[src/rtl/fifo_rr_wr_arbiter.sv]
`default_nettype none
// ============================================================================
//  Module      : fifo_rr_wr_arbiter
//  Description : Round-robin arbiter sharing a single FIFO write port among
//                NUM_REQ producers with valid/ready handshakes. A granted
//                producer may write bursts of up to MAX_BURST beats.
//  Ports       : clk, rst_n (sync, active-low)
//                req_valid/req_data/req_ready  - producer side
//                fifo_full/fifo_w_en/fifo_data - FIFO write side
//                grant_id, busy                - registered grant status
//  Revision    : 1.0  initial release
// ============================================================================
module fifo_rr_wr_arbiter #(
    parameter int NUM_REQ    = 4,
    parameter int DATA_WIDTH = 8,
    parameter int MAX_BURST  = 4,
    parameter int ID_WIDTH   = (NUM_REQ > 1) ? $clog2(NUM_REQ) : 1
) (
    input  logic                          clk,
    input  logic                          rst_n,
    input  logic [NUM_REQ-1:0]            req_valid,
    input  logic [NUM_REQ*DATA_WIDTH-1:0] req_data,
    output logic [NUM_REQ-1:0]            req_ready,
    input  logic                          fifo_full,
    output logic                          fifo_w_en,
    output logic [DATA_WIDTH-1:0]         fifo_data,
    output logic [ID_WIDTH-1:0]           grant_id,
    output logic                          busy
);

    localparam int c_BCW = $clog2(MAX_BURST + 1);

    typedef enum logic [0:0] {
        ST_IDLE  = 1'b0,
        ST_GRANT = 1'b1
    } state_t;

    state_t              r_state;
    state_t              w_state_next;
    logic [ID_WIDTH-1:0] r_grant_id;
    logic [ID_WIDTH-1:0] w_grant_next;
    logic [ID_WIDTH-1:0] r_last_grant;
    logic [ID_WIDTH-1:0] w_last_next;
    logic [c_BCW-1:0]    r_beat_cnt;
    logic [c_BCW-1:0]    w_beat_next;

    logic [ID_WIDTH-1:0] w_base;
    logic [ID_WIDTH-1:0] w_pick;
    logic                w_found;
    logic                w_owner_valid;
    logic                w_xfer;
    logic                w_last_beat;
    logic                w_release;

    // Scan origin: in IDLE resume after the last released owner; in GRANT
    // scan after the current owner so a re-pick of the same owner only
    // happens when nobody else is asking.
    assign w_base = (r_state == ST_GRANT) ? r_grant_id : r_last_grant;

    // Iterate from the farthest offset down so the nearest valid index wins.
    always_comb begin
        w_found = 1'b0;
        w_pick  = '0;
        for (int k = NUM_REQ; k >= 1; k--) begin
            if (req_valid[ID_WIDTH'((int'(w_base) + k) % NUM_REQ)]) begin
                w_found = 1'b1;
                w_pick  = ID_WIDTH'((int'(w_base) + k) % NUM_REQ);
            end
        end
    end

    assign w_owner_valid = req_valid[r_grant_id];
    assign w_xfer        = rst_n && (r_state == ST_GRANT) && w_owner_valid && !fifo_full;
    assign w_last_beat   = (({1'b0, r_beat_cnt} + (c_BCW+1)'(1)) == (c_BCW+1)'(MAX_BURST));
    // Release on the final beat of a burst, or as soon as the owner goes idle
    // (an idle owner releases even while the FIFO is full).
    assign w_release     = (r_state == ST_GRANT) && ((w_xfer && w_last_beat) || !w_owner_valid);

    always_comb begin
        w_state_next = r_state;
        w_grant_next = r_grant_id;
        w_last_next  = r_last_grant;
        w_beat_next  = r_beat_cnt;
        case (r_state)
            ST_IDLE: begin
                if (w_found) begin
                    w_state_next = ST_GRANT;
                    w_grant_next = w_pick;
                    w_beat_next  = '0;
                end
            end
            ST_GRANT: begin
                if (w_release) begin
                    w_last_next = r_grant_id;
                    w_beat_next = '0;
                    if (w_found) begin
                        w_grant_next = w_pick;
                    end else begin
                        w_state_next = ST_IDLE;
                    end
                end else if (w_xfer) begin
                    w_beat_next = r_beat_cnt + c_BCW'(1);
                end
            end
            default: begin
                w_state_next = ST_IDLE;
            end
        endcase
    end

    always_ff @(posedge clk) begin
        if (!rst_n) begin
            r_state      <= ST_IDLE;
            r_grant_id   <= '0;
            r_beat_cnt   <= '0;
            r_last_grant <= ID_WIDTH'(NUM_REQ - 1);
        end else begin
            r_state      <= w_state_next;
            r_grant_id   <= w_grant_next;
            r_beat_cnt   <= w_beat_next;
            r_last_grant <= w_last_next;
        end
    end

    always_comb begin
        req_ready = '0;
        if (rst_n && (r_state == ST_GRANT) && !fifo_full) begin
            req_ready[r_grant_id] = 1'b1;
        end
    end

    assign fifo_w_en = w_xfer;
    assign fifo_data = req_data[int'(r_grant_id)*DATA_WIDTH +: DATA_WIDTH];
    assign grant_id  = r_grant_id;
    assign busy      = (r_state == ST_GRANT);

endmodule
`default_nettype wire

[config.mk]
export PLATFORM = sky130hd
export DESIGN_NAME = fifo_rr_wr_arbiter
export DESIGN_NICKNAME = d
export VERILOG_FILES = /design/src/rtl/fifo_rr_wr_arbiter.sv
export SDC_FILE = /design/constraint.sdc
export NUM_CORES = 1
export LEC_CHECK = 0
export BUFFER_PORTS_ARGS = -buffer_cell sky130_fd_sc_hd__clkbuf_2
export CAP_MARGIN = 20
export CORE_ASPECT_RATIO = 1.25
export CORE_MARGIN = 1
export CORE_UTILIZATION = 44
export DETAILED_ROUTE_END_ITERATION = 16
export GPL_ROUTABILITY_DRIVEN = 0
export PLACE_DENSITY = 0.87
export SYNTH_ARGS = -nofsm -noshare
export SYNTH_HDL_FRONTEND = slang
export SYNTH_SLANG_ARGS = --single-unit
[constraint.sdc]
create_clock -name clk -period 2.3 [get_ports clk]
set_clock_uncertainty 0.15 [all_clocks]
set_input_delay 0.345 -clock clk [delete_from_list [all_inputs] [get_ports clk]]
set_output_delay 0.345 -clock clk [all_outputs]
set_load 0.01 [all_outputs]
==> metrics.yaml, run 1 <==
clockBufferDepth: 2
drt_pass1_iterations: 4
wl_per_cell_um: 14.0
clock_latency_ps: 260
cp-end-kind: "primary output"
fmax_mhz: 483
leakagePower_nw: 0.531
via_per_inst: 5.92
nFillCells: 142
netlist_area_um2: 806
antenna_found_initial: 0
cts_tree: "done"
p_sw_mw: 0.205
start_kind: "register"
grt_overflow_total: 0
mostFrequentLayoutCell: "clkbuf_2"
internal-power_mw: 0.373
synth.distinct_cells: 33
hold_viol_final: 0
multi_input_area_um2: 581
setup_tns_ps: 0
worst_pin_slew_ps: 693
fin_crit_ps: 2070
dieArea_mm2: 0.00201
seqPwrFrac_pct: 31.5
core_mm2: 0.00164
synth_area_per_cell_um2: 9.95
whs_ps: 280
grt_usage_pct: 24.2
post_cts_buffers: 0
slew_violations: 0
combinationalPowerShare_pct: 49.6
crit_fanout: 10
synth_cells: 81
cap_violations: 0
outcome: "completed"
ys_ff_latch: 8
rsz0062_at_grt: "false"
power_frac_clock_pct: 18.9
p_per_area_mw_per_mm2: 530
grt_pass1_wl_um: 3400
grt_max_degree: 14
required_ps: 1800
crit_type: "reg2out"
drtIter0Drc: 16
io_pins: 55
fin_nets: 176
grt_pass1_vias: 860
utilization_pct: 66.5
final_cell_mix: "clkbuf_2 (54), mux4_2 (9), dfxtp_1 (7)"
relSlewSlack_pct: 53.4
hold_path.class: "reg2reg"
cts.clk_slew.worst_paths_ps: 60
total_power_mw: 0.578
syn_nets: 121
cts.sinks: 8
drive_gt1_share_pct: 58.2
die_width_um: 40.3
syn2layout_area_growth_pct: 35.4
antenna_cells: 0
drt_wl_total_um: 2130
via_count: 900
area.sequential_um2: 161
yosysSeqAreaShare_pct: 19.9
dpl.hpwl_um: 1820
drtAntennaViolNets: 0
vdd_drop_max_mv: 0.283
ctsHtreeMaxLevel: 1
die_h_um: 49.8
drc: 0
synth_warnings: 0
clockRootBuffer: "clkbuf_4"
start_util_pct: 49.1
setup_viol: 0
p_sw_share_pct: 35.5
period_share_pct: 90.0
num_rows: 16
arrival_ps: 1580
cts_buffers: 3
port_buffers: 54
-- logic make-up (layout without fill, tap and decap cells) --
| kind of cell | Yosys count | count (layout) | synth area share, % |
|---|---|---|---|
| AND/OR/NAND/NOR | 28 | 28 | 20.7 |
| multiplexers | 17 | 17 | 35.4 |
| flip-flops | 8 | 8 | 19.9 |
| buffers and inverters | 11 | 64 | 8.07 |
| adder cells (fa/ha/maj) | 1 | 1 | 1.55 |
| AO/OA/AOI/OAI | 16 | 16 | 14.4 |
-- stage by stage --
step           setup WS, ps  cell area, um2  std cells
3_3_place_gp            439            1070        149
4_1_cts                84.9            1090        152
5_1_grt                 130            1090        152
2_1_floorplan           500             806         81
6_report                229            1090        152
3_5_place_dp            378            1070        149
-- worst paths after layout --
path	cells past startpoint	to	from	slack (ps)
worst max register to register	4	grant_id[0]$_SDFFE_PN0P_	busy$_SDFF_PN0_	500
worst max-delay path	3	fifo_data[3]	grant_id[0]$_SDFFE_PN0P_	230
worst min register to register	2	r_beat_cnt[2]$_SDFFE_PN0P_	r_beat_cnt[2]$_SDFFE_PN0P_	280
worst min-delay path	2	r_beat_cnt[2]$_SDFFE_PN0P_	r_beat_cnt[2]$_SDFFE_PN0P_	280
-- layout make-up --
type                            instances  share of cell area [%]
Multi-Input combinational cell         62                    53.2
Timing Repair Buffer                   56                    26.1
Sequential cell                         8                    14.8
Clock buffer                            3                    2.06
Tap cell                               18                    2.06
Inverter                                5                    1.72
-- state kept, by name, summed over array words and instances, names as in the netlist --
register / cells
busy: 1
grant_id: 2
r_beat_cnt: 3
r_last_grant: 2
-- cell usage after synthesis (all sizes together) --
library cell / instances / area, um2
a211oi: 1 / 7.51
a21boi: 1 / 11.3
a21o: 1 / 7.51
a21oi: 2 / 10.0
a221oi: 2 / 23.8
and2: 1 / 8.76
and2b: 1 / 8.76
and3: 2 / 12.5
and3b: 1 / 10.0
buf: 5 / 42.5
clkbuf: 1 / 3.75
dfxtp: 8 / 160
ha: 1 / 12.5
inv: 5 / 18.8
mux2: 2 / 22.5
mux2i: 6 / 60.1
mux4: 9 / 203
nand2: 6 / 22.5
nand2b: 3 / 18.8
nand3: 1 / 5.00
nand3b: 1 / 20.0
nor2: 6 / 22.5
nor3: 3 / 15.0
nor3b: 1 / 7.51
nor4: 1 / 6.26
o2111ai: 1 / 8.76
o21ai: 4 / 20.0
o221ai: 1 / 8.76
o22ai: 3 / 18.8
or2: 1 / 8.76
-- critical path: stages (launching register included) --
cell and delay [ps]:
dfxtp_2 420, buf_4 240, mux4_2 510, clkbuf_2 140
-- power by group through the flow --
stage	Clock (mW)	Combinational [mW]	Sequential, mW
after floorplan	0	0.214	0.168
after global placement	0	0.281	0.182
after detailed placement	0	0.287	0.184
after CTS	0.114	0.288	0.181
after global routing	0.124	0.319	0.185
final	0.109	0.287	0.182
-- metal layers --
metal | track usage (%) | wire, um
met5 | 0 | 0
met4 | 12.8 | 51
met3 | 5.41 | 255
met2 | 43.8 | 1110
met1 | 23.0 | 714
-- timing repair --
action | 4_1_cts | 5_1_grt
endpoints found under the setup margin | 0 | 2
resized for setup | 0 | 1
hold buffers | 0 | 0
Power figures use the tool's default switching activity.
==> run 2: changes to the inputs <==
Settings changed: CTS_BUF_LIST set to sky130_fd_sc_hd__clkbuf_16.
==> run 2 against run 1 <==
Against the previous run:
- via count grew 1.9%
- sequential share of layout area down 0.77 points
- combinational power about the same
- final cell count is the same
- hold slack improved by 11 ps
- routed wire length up 4.6%
==> metrics.yaml, run 2 (same netlist as run 1, synthesis figures left out) <==
drc: 0  # unchanged
dieArea_mm2: 0.00201  # unchanged
worst_pin_slew_ps: 694  # was 693 ps
die_h_um: 49.8  # unchanged
fin_cells: 152  # unchanged
clockRootBuffer: "clkbuf_16"  # was clkbuf_4
syn2layout_area_growth_pct: 41.8  # was 35.4%
design_area_mm2: 0.00114  # was 0.00109 mm2
fin_crit_ps: 2160  # was 2070 ps
num_rows: 16  # unchanged
drt_pass1_iterations: 4  # unchanged
drtIter0Drc: 26  # was 16
cts_buffers: 3  # unchanged
p_per_area_mw_per_mm2: 671  # was 530 mW/mm2
cp_slowest_cell: "mux4_2"  # unchanged
crit_fanout: 10  # unchanged
arrival_ps: 1670  # was 1580 ps
crit_buf_inv: 2  # unchanged
drt_wl_total_um: 2230  # was 2130 um
required_ps: 1800  # about the same
setup_viol: 0  # unchanged
placed_area_mm2: 0.00107  # unchanged
hold_path.class: "reg2reg"  # unchanged
final_cell_mix: "clkbuf_2 (54), mux4_2 (9), dfxtp_1 (8)"  # was clkbuf_2 (54), mux4_2 (9), dfxtp_1 (7)
layout_setup_ws_ps: 140  # was 229 ps
slew_violations: 0  # unchanged
start_kind: "register"  # unchanged
fmax_mhz: 463  # was 483 MHz
post_cts_buffers: 0  # unchanged
dp.cells: 149  # unchanged
wl_per_cell_um: 14.6  # was 14.0 um
grt_usage_pct: 25.1  # was 24.2%
cap_violations: 0  # unchanged
nFillCells: 133  # was 142
hold_viol_final: 0  # unchanged
start_util_pct: 49.1  # unchanged
cts_resized: 0  # unchanged
outcome: "completed"  # unchanged
cts.sinks: 8  # unchanged
dpl.hpwl_um: 1820  # unchanged
fin_nets: 176  # unchanged
drtAntennaViolNets: 0  # unchanged
antenna_cells: 0  # unchanged
largest_reg_flops: 3  # unchanged
crit_family: "multiplexers"  # unchanged
cp-end-kind: "primary output"  # unchanged
cts.clk_slew.worst_paths_ps: 40  # was 60 ps
grt_pass1_vias: 889  # was 860
grt_max_degree: 14  # unchanged
setup_tns_ps: 0  # unchanged
cts_tree: "done"  # unchanged
die_width_um: 40.3  # unchanged
grt_overflow_total: 0  # unchanged
drive_gt1_share_pct: 57.5  # was 58.2%
multi_input_area_um2: 581  # unchanged
io_pins: 55  # unchanged
via_count: 917  # was 900
area.sequential_um2: 160  # was 161 um2
regMostFlops: "r_beat_cnt"  # unchanged
crit_type: "reg2out"  # unchanged
clockBufferDepth: 2  # unchanged
rsz0062_at_grt: "false"  # unchanged
vdd_drop_max_mv: 0.552  # was 0.283 mV
port_buffers: 54  # unchanged
mostFrequentLayoutCell: "clkbuf_2"  # unchanged
whs_ps: 291  # was 280 ps
via_per_inst: 6.03  # was 5.92
clock_latency_ps: 240  # was 260 ps
period_share_pct: 93.9  # was 90.0%
antenna_found_initial: 0  # unchanged
leakagePower_nw: 0.554  # was 0.531 nW
worst_path_largest_cell_delay_ps: 510  # about the same
grt_pass1_wl_um: 3510  # was 3400 um
ctsHtreeMaxLevel: 1  # unchanged
relSlewSlack_pct: 53.3  # was 53.4%
core_mm2: 0.00164  # unchanged
place_ws_ps: 378  # unchanged
crit_chain: "buf_4, mux4_2, clkbuf_2"  # unchanged
hold_buffers: 0  # unchanged
## run 2: cell count changes in the layout (fill, tap and decap cells not counted)
cell / before / now
clkbuf_16: 0 / 3
clkbuf_4: 3 / 0
dfxtp_1: 7 / 8
dfxtp_2: 1 / 0
## run 2: layer usage
layer,GRT usage (%),vias up,share of wire (%)
li1,-,417,-
met1,23.3,431,31
met2,44.1,63,53
met3,6.76,6,14
met4,16.1,0,1.9
met5,0,-,0
## run 2: final timing paths
kind                                                  from                      endpoint  depth (start not counted)  slack, ps
worst min register to register  r_beat_cnt[2]$_SDFFE_PN0P_    r_beat_cnt[2]$_SDFFE_PN0P_                          2        290
worst max register to register    grant_id[0]$_SDFFE_PN0P_  r_last_grant[0]$_SDFFE_PN1P_                          3        510
worst min-delay path            r_beat_cnt[2]$_SDFFE_PN0P_    r_beat_cnt[2]$_SDFFE_PN0P_                          2        290
worst max-delay path              grant_id[0]$_SDFFE_PN0P_                  fifo_data[3]                          3        140
## run 2: area by class of cell
type                            instances  share of cell area [%]
Clock buffer                            3                    6.57
Inverter                                5                    1.64
Multi-Input combinational cell         62                    50.8
Sequential cell                         8                    14.0
Tap cell                               18                    1.97
Timing Repair Buffer                   56                    25.0
## run 2: worst reg2reg max path, stage by stage (launching register included)
cell and delay (ps):
dfxtp_1 500, mux4_2 590, a21boi_2 250, mux2i_1 220
## run 2: per-stage QoR
stage                     power (mW)  utilization [%]
after global placement         0.462             65.0
after global routing           0.810             69.6
after floorplan                0.382                -
final                          0.766             69.6
after detailed placement       0.471             65.0
after CTS                      0.769             69.6
## run 2: power breakdown
group          total, mW  switching, mW  leakage [nW]  internal, mW
Combinational      0.288          0.128         0.451         0.160
Sequential         0.182         0.0290        0.0658         0.153
Clock              0.296         0.0718        0.0370         0.224
Total              0.766          0.229         0.554         0.538
